[src/rtl/nes_controller_poll_scheduler.sv]
// Poll scheduler for nes_controller_interface: launches fetches on a period
// or on request, captures the per-controller bytes and publishes a registered
// snapshot with pressed/released edge masks. Hung fetches are aborted.
module nes_controller_poll_scheduler #(
    parameter int NUM_CONTROLLERS = 4,
    parameter int POLL_PERIOD     = 16666,
    parameter int TIMEOUT_CYCLES  = 1024
) (
    input  logic                         clk,
    input  logic                         rst,
    input  logic                         enable_i,
    input  logic                         req_i,
    output logic                         ack_o,
    output logic                         start_fetch_o,
    input  logic                         valid_i,
    input  logic [8*NUM_CONTROLLERS-1:0] data_LIST_i,
    output logic [8*NUM_CONTROLLERS-1:0] buttons_LIST_o,
    output logic [8*NUM_CONTROLLERS-1:0] pressed_LIST_o,
    output logic [8*NUM_CONTROLLERS-1:0] released_LIST_o,
    output logic                         sample_o,
    output logic                         timeout_o,
    output logic                         busy_o
);

    localparam int PW = $clog2(POLL_PERIOD);
    localparam int TW = $clog2(TIMEOUT_CYCLES + 1);
    localparam logic [PW-1:0] PER_LAST = PW'(POLL_PERIOD - 1);
    localparam logic [TW-1:0] TMO_LAST = TW'(TIMEOUT_CYCLES - 1);

    typedef enum logic [2:0] {
        IDLE,
        ISSUE,
        WAIT_BUSY,
        WAIT_DONE,
        CAPTURE,
        PUBLISH
    } state_t;

    state_t        state;
    logic [PW-1:0] per_cnt;
    logic [TW-1:0] tmo_cnt;
    logic          auto_pending;
    logic          req_pending;
    logic          launch;
    logic          capture;
    logic          publish;

    // Controller 1 sits in the top byte, which is lane NUM_CONTROLLERS-1.
    logic [NUM_CONTROLLERS-1:0][7:0] data_v;
    logic [NUM_CONTROLLERS-1:0][7:0] buttons_v;
    logic [NUM_CONTROLLERS-1:0][7:0] pressed_v;
    logic [NUM_CONTROLLERS-1:0][7:0] released_v;

    assign data_v          = data_LIST_i;
    assign buttons_LIST_o  = buttons_v;
    assign pressed_LIST_o  = pressed_v;
    assign released_LIST_o = released_v;

    assign launch  = (state == IDLE) && (auto_pending || req_pending || req_i);
    assign capture = (state == WAIT_DONE) && valid_i;
    assign publish = (state == CAPTURE);

    // Free-running poll period; an expiry that lands on a launch is served by it.
    always_ff @(posedge clk) begin
        if (rst) begin
            per_cnt      <= '0;
            auto_pending <= 1'b0;
        end else begin
            if (enable_i) begin
                per_cnt <= (per_cnt == PER_LAST) ? '0 : per_cnt + 1'b1;
            end
            if (launch) begin
                auto_pending <= 1'b0;
            end else if (enable_i && per_cnt == PER_LAST) begin
                auto_pending <= 1'b1;
            end
        end
    end

    // Fetch sequencer with registered handshake, pulse and busy outputs.
    always_ff @(posedge clk) begin
        if (rst) begin
            state         <= IDLE;
            tmo_cnt       <= '0;
            req_pending   <= 1'b0;
            start_fetch_o <= 1'b0;
            sample_o      <= 1'b0;
            ack_o         <= 1'b0;
            timeout_o     <= 1'b0;
            busy_o        <= 1'b0;
        end else begin
            sample_o  <= 1'b0;
            ack_o     <= 1'b0;
            timeout_o <= 1'b0;
            case (state)
                IDLE: begin
                    if (launch) begin
                        state         <= ISSUE;
                        start_fetch_o <= 1'b1;
                        busy_o        <= 1'b1;
                        req_pending   <= req_pending | req_i;
                    end
                end
                ISSUE: begin
                    state   <= WAIT_BUSY;
                    tmo_cnt <= '0;
                end
                WAIT_BUSY: begin
                    if (!valid_i) begin
                        state         <= WAIT_DONE;
                        start_fetch_o <= 1'b0;
                        tmo_cnt       <= '0;
                    end else if (tmo_cnt == TMO_LAST) begin
                        state         <= IDLE;
                        start_fetch_o <= 1'b0;
                        busy_o        <= 1'b0;
                        timeout_o     <= 1'b1;
                        ack_o         <= req_pending;
                        req_pending   <= 1'b0;
                    end else begin
                        tmo_cnt <= tmo_cnt + 1'b1;
                    end
                end
                WAIT_DONE: begin
                    if (valid_i) begin
                        state <= CAPTURE;
                    end else if (tmo_cnt == TMO_LAST) begin
                        state       <= IDLE;
                        busy_o      <= 1'b0;
                        timeout_o   <= 1'b1;
                        ack_o       <= req_pending;
                        req_pending <= 1'b0;
                    end else begin
                        tmo_cnt <= tmo_cnt + 1'b1;
                    end
                end
                CAPTURE: begin
                    // Snapshot lands on this edge, so sample_o lines up with it.
                    state       <= PUBLISH;
                    sample_o    <= 1'b1;
                    ack_o       <= req_pending;
                    req_pending <= 1'b0;
                end
                PUBLISH: begin
                    state  <= IDLE;
                    busy_o <= 1'b0;
                end
                default: begin
                    state         <= IDLE;
                    start_fetch_o <= 1'b0;
                    busy_o        <= 1'b0;
                end
            endcase
        end
    end

    for (genvar g = 0; g < NUM_CONTROLLERS; g++) begin : g_lane
        logic [7:0] captured;
        logic [7:0] btn_q;
        logic [7:0] prs_q;
        logic [7:0] rel_q;

        assign buttons_v[g]  = btn_q;
        assign pressed_v[g]  = prs_q;
        assign released_v[g] = rel_q;

        // Per-controller capture, then snapshot and edges against the previous one.
        always_ff @(posedge clk) begin
            if (rst) begin
                captured <= '0;
                btn_q    <= '0;
                prs_q    <= '0;
                rel_q    <= '0;
            end else begin
                if (capture) begin
                    captured <= data_v[g];
                end
                if (publish) begin
                    btn_q <= captured;
                    prs_q <= captured & ~btn_q;
                    rel_q <= ~captured & btn_q;
                end
            end
        end
    end

endmodule
[config.mk]
export PLATFORM = sky130hd
export DESIGN_NAME = nes_controller_poll_scheduler
export DESIGN_NICKNAME = d
export VERILOG_FILES = /design/src/rtl/nes_controller_poll_scheduler.sv
export SDC_FILE = /design/constraint.sdc
export NUM_CORES = 1
export LEC_CHECK = 0
export ABC_AREA = 1
export CAP_MARGIN = 10
export CORE_UTILIZATION = 35
export DETAILED_ROUTE_END_ITERATION = 7
export PLACE_DENSITY = 0.59
export SYNTH_ARGS = -nofsm -noshare
export SYNTH_HDL_FRONTEND = slang
export SYNTH_SLANG_ARGS = --single-unit
[constraint.sdc]
create_clock -name clk -period 4.3 [get_ports clk]
set_input_delay 0.43 -clock clk [delete_from_list [all_inputs] [get_ports clk]]
set_output_delay 0.43 -clock clk [all_outputs]
set_load 0.02 [all_outputs]
==> run summary <==
Status = finished clean
Peak Freq = 0.494 GHz
Worst Hold Depth = 2
Clock transition at path regs = 0.06 ns
Final clock skew = 0.00897 ns
PD cells = 432 nW/um2
Post-CTS Setup Inserts = 0
Area Overhead vs Synth = 33.5%
TritonRoute pass-1 iters = 6
Number of enable flip-flop cells after synthesis = 0
N_diodes = 0
Crit Path Max Fanout = 41
RSZ-0062 raised after global routing = false
Via-to-Cell Ratio = 4.69
Hold buffers post-CTS = 0
Post-DP HPWL = 10.1 mm
Iter 0 DRT Violations = 257
CP delay by family, top = simple AND/OR/NAND/NOR gates
Primary FF master, synth = dfxtp_1
Slowest-stage cell, CP = nand3_2
CTS Sinks = 164
Num ports = 138
Crit path cell chain = inv_2 -> nor2_4 -> nand3_2 -> buf_4 -> o21ai_0 -> a21oi_1
Most frequent cells in the layout = nand2_1 (199), dfxtp_1 (164), a21oi_1 (146)
Hold_sp = g_lane[0].prs_q[4]
Area of the mapped netlist = 6340 um2
Root Buffer = clkbuf_16
Worst path buffer plus inverter count = 2
Final hold viol count = 0
Post-CTS Resized = 0
Max Root-Sink Buffers = 2
Fillers = 1742
Worst Path Required = 4.60 ns
Post-route cell area = 8470 um2
Layout cells sized above 1 = 5.99%
H-Tree Depth = 4
Antenna Nets Post-Route = 0
Layout Nets = 996
Type of element launching the critical path = flop
Leakage = 0.00293 uW
Tot Pwr = 3660 uW
Max IR drop VDD = 0.319 mV
MaxCap Viol Count = 0
Final Max Slew Viols = 0
Synth warn = 0
Routed met1 length = 7.46 mm
Total core area = 17500 um2
Initial Utilization = 36.3%
Drt drc = 0
Cell area after placement = 7840 um2
Die area = 18700 um2
Initial antenna violation count = 0
Setup WS post-layout = 2.27 ns
Unique cell type count in the Yosys netlist = 28
Commonest non-fill, non-tap cell in the layout = nand2_1
Setup Crit Path Kind = reg -> reg
CTS tree = yes
Final period utilization = 47.1%
Worst min path class = reg -> reg
Post-Route WL = 15.3 mm
Gr ovfl total = 0
Cells after Synth = 836
Critical Path Start = state[1]
Total number of vias = 5594
Cts bufs inserted = 17
Final setup vio count = 0
R2R cell count = 6
Vias in the first global route = 5061
Worst R2R Start = state[1]
Syn_area_per_cell = 7.59 um2
Min Tclk post-route = 2.03 ns
CP arrival = 2.33 ns
Port Buffers = 137
Pre-CTS worst setup slack = 1.87 ns
Die Span Y = 137 um
Clk Latency, worst-skew pair = 0.42 ns
Worst path depth = 6
FF+latch count, synth = 164
Metal2 WL = 6.70 mm
Routability congestion estimate = 0.781
Die width = 137 um
Slew @ Worst Pin = 1.07 ns
Worst setup EP type = flop
Largest net degree at the start of global routing = 74
Async S/R FF share, synth = 0%
FP Rows = 48
First-pass GRT wire length = 24.8 mm
Relative slew slack = 28.7%
Sequential-to-total area share from yosys stat = 51.8%
Syn Nets = 876
Setup TNS = 0 ns
CP max stage delay = 0.58 ns
Total GRT Usage = 17.1%
DR top layer = met4
Wire per inst = 12.8 um
Routed wl met3 = 745 um
sequential cells by signal (all words and copies together) (netlist names):
name and cells:
state 3, g_lane.rel_q 32, start_fetch_o 1, timeout_o 1, auto_pending 1, req_pending 1, ack_o 1, g_lane.btn_q 32
g_lane.captured 32, sample_o 1, tmo_cnt 11, g_lane.prs_q 32, busy_o 1, per_cnt 15
synth_stat cells (5+ instances only):
cell type | instances | area share [%]
dfxtp_1 | 164 | 52
nor3_1 | 8 | 0.63
clkbuf_1 | 24 | 1.4
nand3_1 | 58 | 4.6
buf_2 | 9 | 0.71
or2_2 | 14 | 1.4
o21ai_0 | 42 | 3.3
nor2_1 | 56 | 3.3
nand3b_1 | 5 | 0.59
a21oi_1 | 146 | 12
inv_1 | 67 | 4.0
or2_1 | 20 | 2.0
nand2_1 | 199 | 12
metal layers:
metal / track usage (%) / vias up
li1: - / 2944
met1: 23.3 / 2504
met2: 24.9 / 123
met3: 4.15 / 23
met4: 8.83 / 0
met5: 0 / -
worst paths after layout:
kind | endpoint | slack, ns
worst max register to register | g_lane[0].captured[4] | 2.27
worst min register to register | g_lane[0].prs_q[4] | 0.46
worst max-delay path | g_lane[0].captured[4] | 2.27
worst min-delay path | g_lane[0].prs_q[4] | 0.46
worst reg2reg max path: cells and delay by family (launching register included):
family          cells  cell delay [ns]
simple gates        2             0.71
compound gates      2             0.27
flops               1             0.36
buf+inv             2             0.56
cells by family (layout without fill, tap and decap cells):
logic type	count (synthesis)	in the layout	share of synthesized area, %
adder cells (fa/ha/maj)	3	3	0.592
AND/OR/NAND/NOR	365	365	24.9
XOR/XNOR	3	3	0.414
flip-flops	164	164	51.8
AO/OA/AOI/OAI	192	192	15.3
buffers and inverters	109	241	7.04
power breakdown:
group          internal (uW)  leakage (uW)  switching, uW
clock network            978      0.000303            617
logic                    153       0.00130            289
registers               1580       0.00132           42.2
total                   2710       0.00293            948
metrics by stage:
stage	hold slack, ns	cells	utilization [%]
finish	0.464	1193	48.5
global route	0.470	1193	48.5
CTS	0.461	1193	48.5
detailed placement	0.448	1162	44.9
global placement	0.452	1162	44.9
floorplan	0.429	836	-
layout make-up:
type	instances	area (um2)	area share (%)
flip-flops and latches	164	3280	38.8
multi-input cells	563	2620	30.9
repair buffers	141	1400	16.5
clock buffers	21	480	5.67
well taps	225	282	3.32
inverters	69	260	3.07
clock inverters	10	148	1.74
Note: power is estimated with default switching activity, not from simulation.
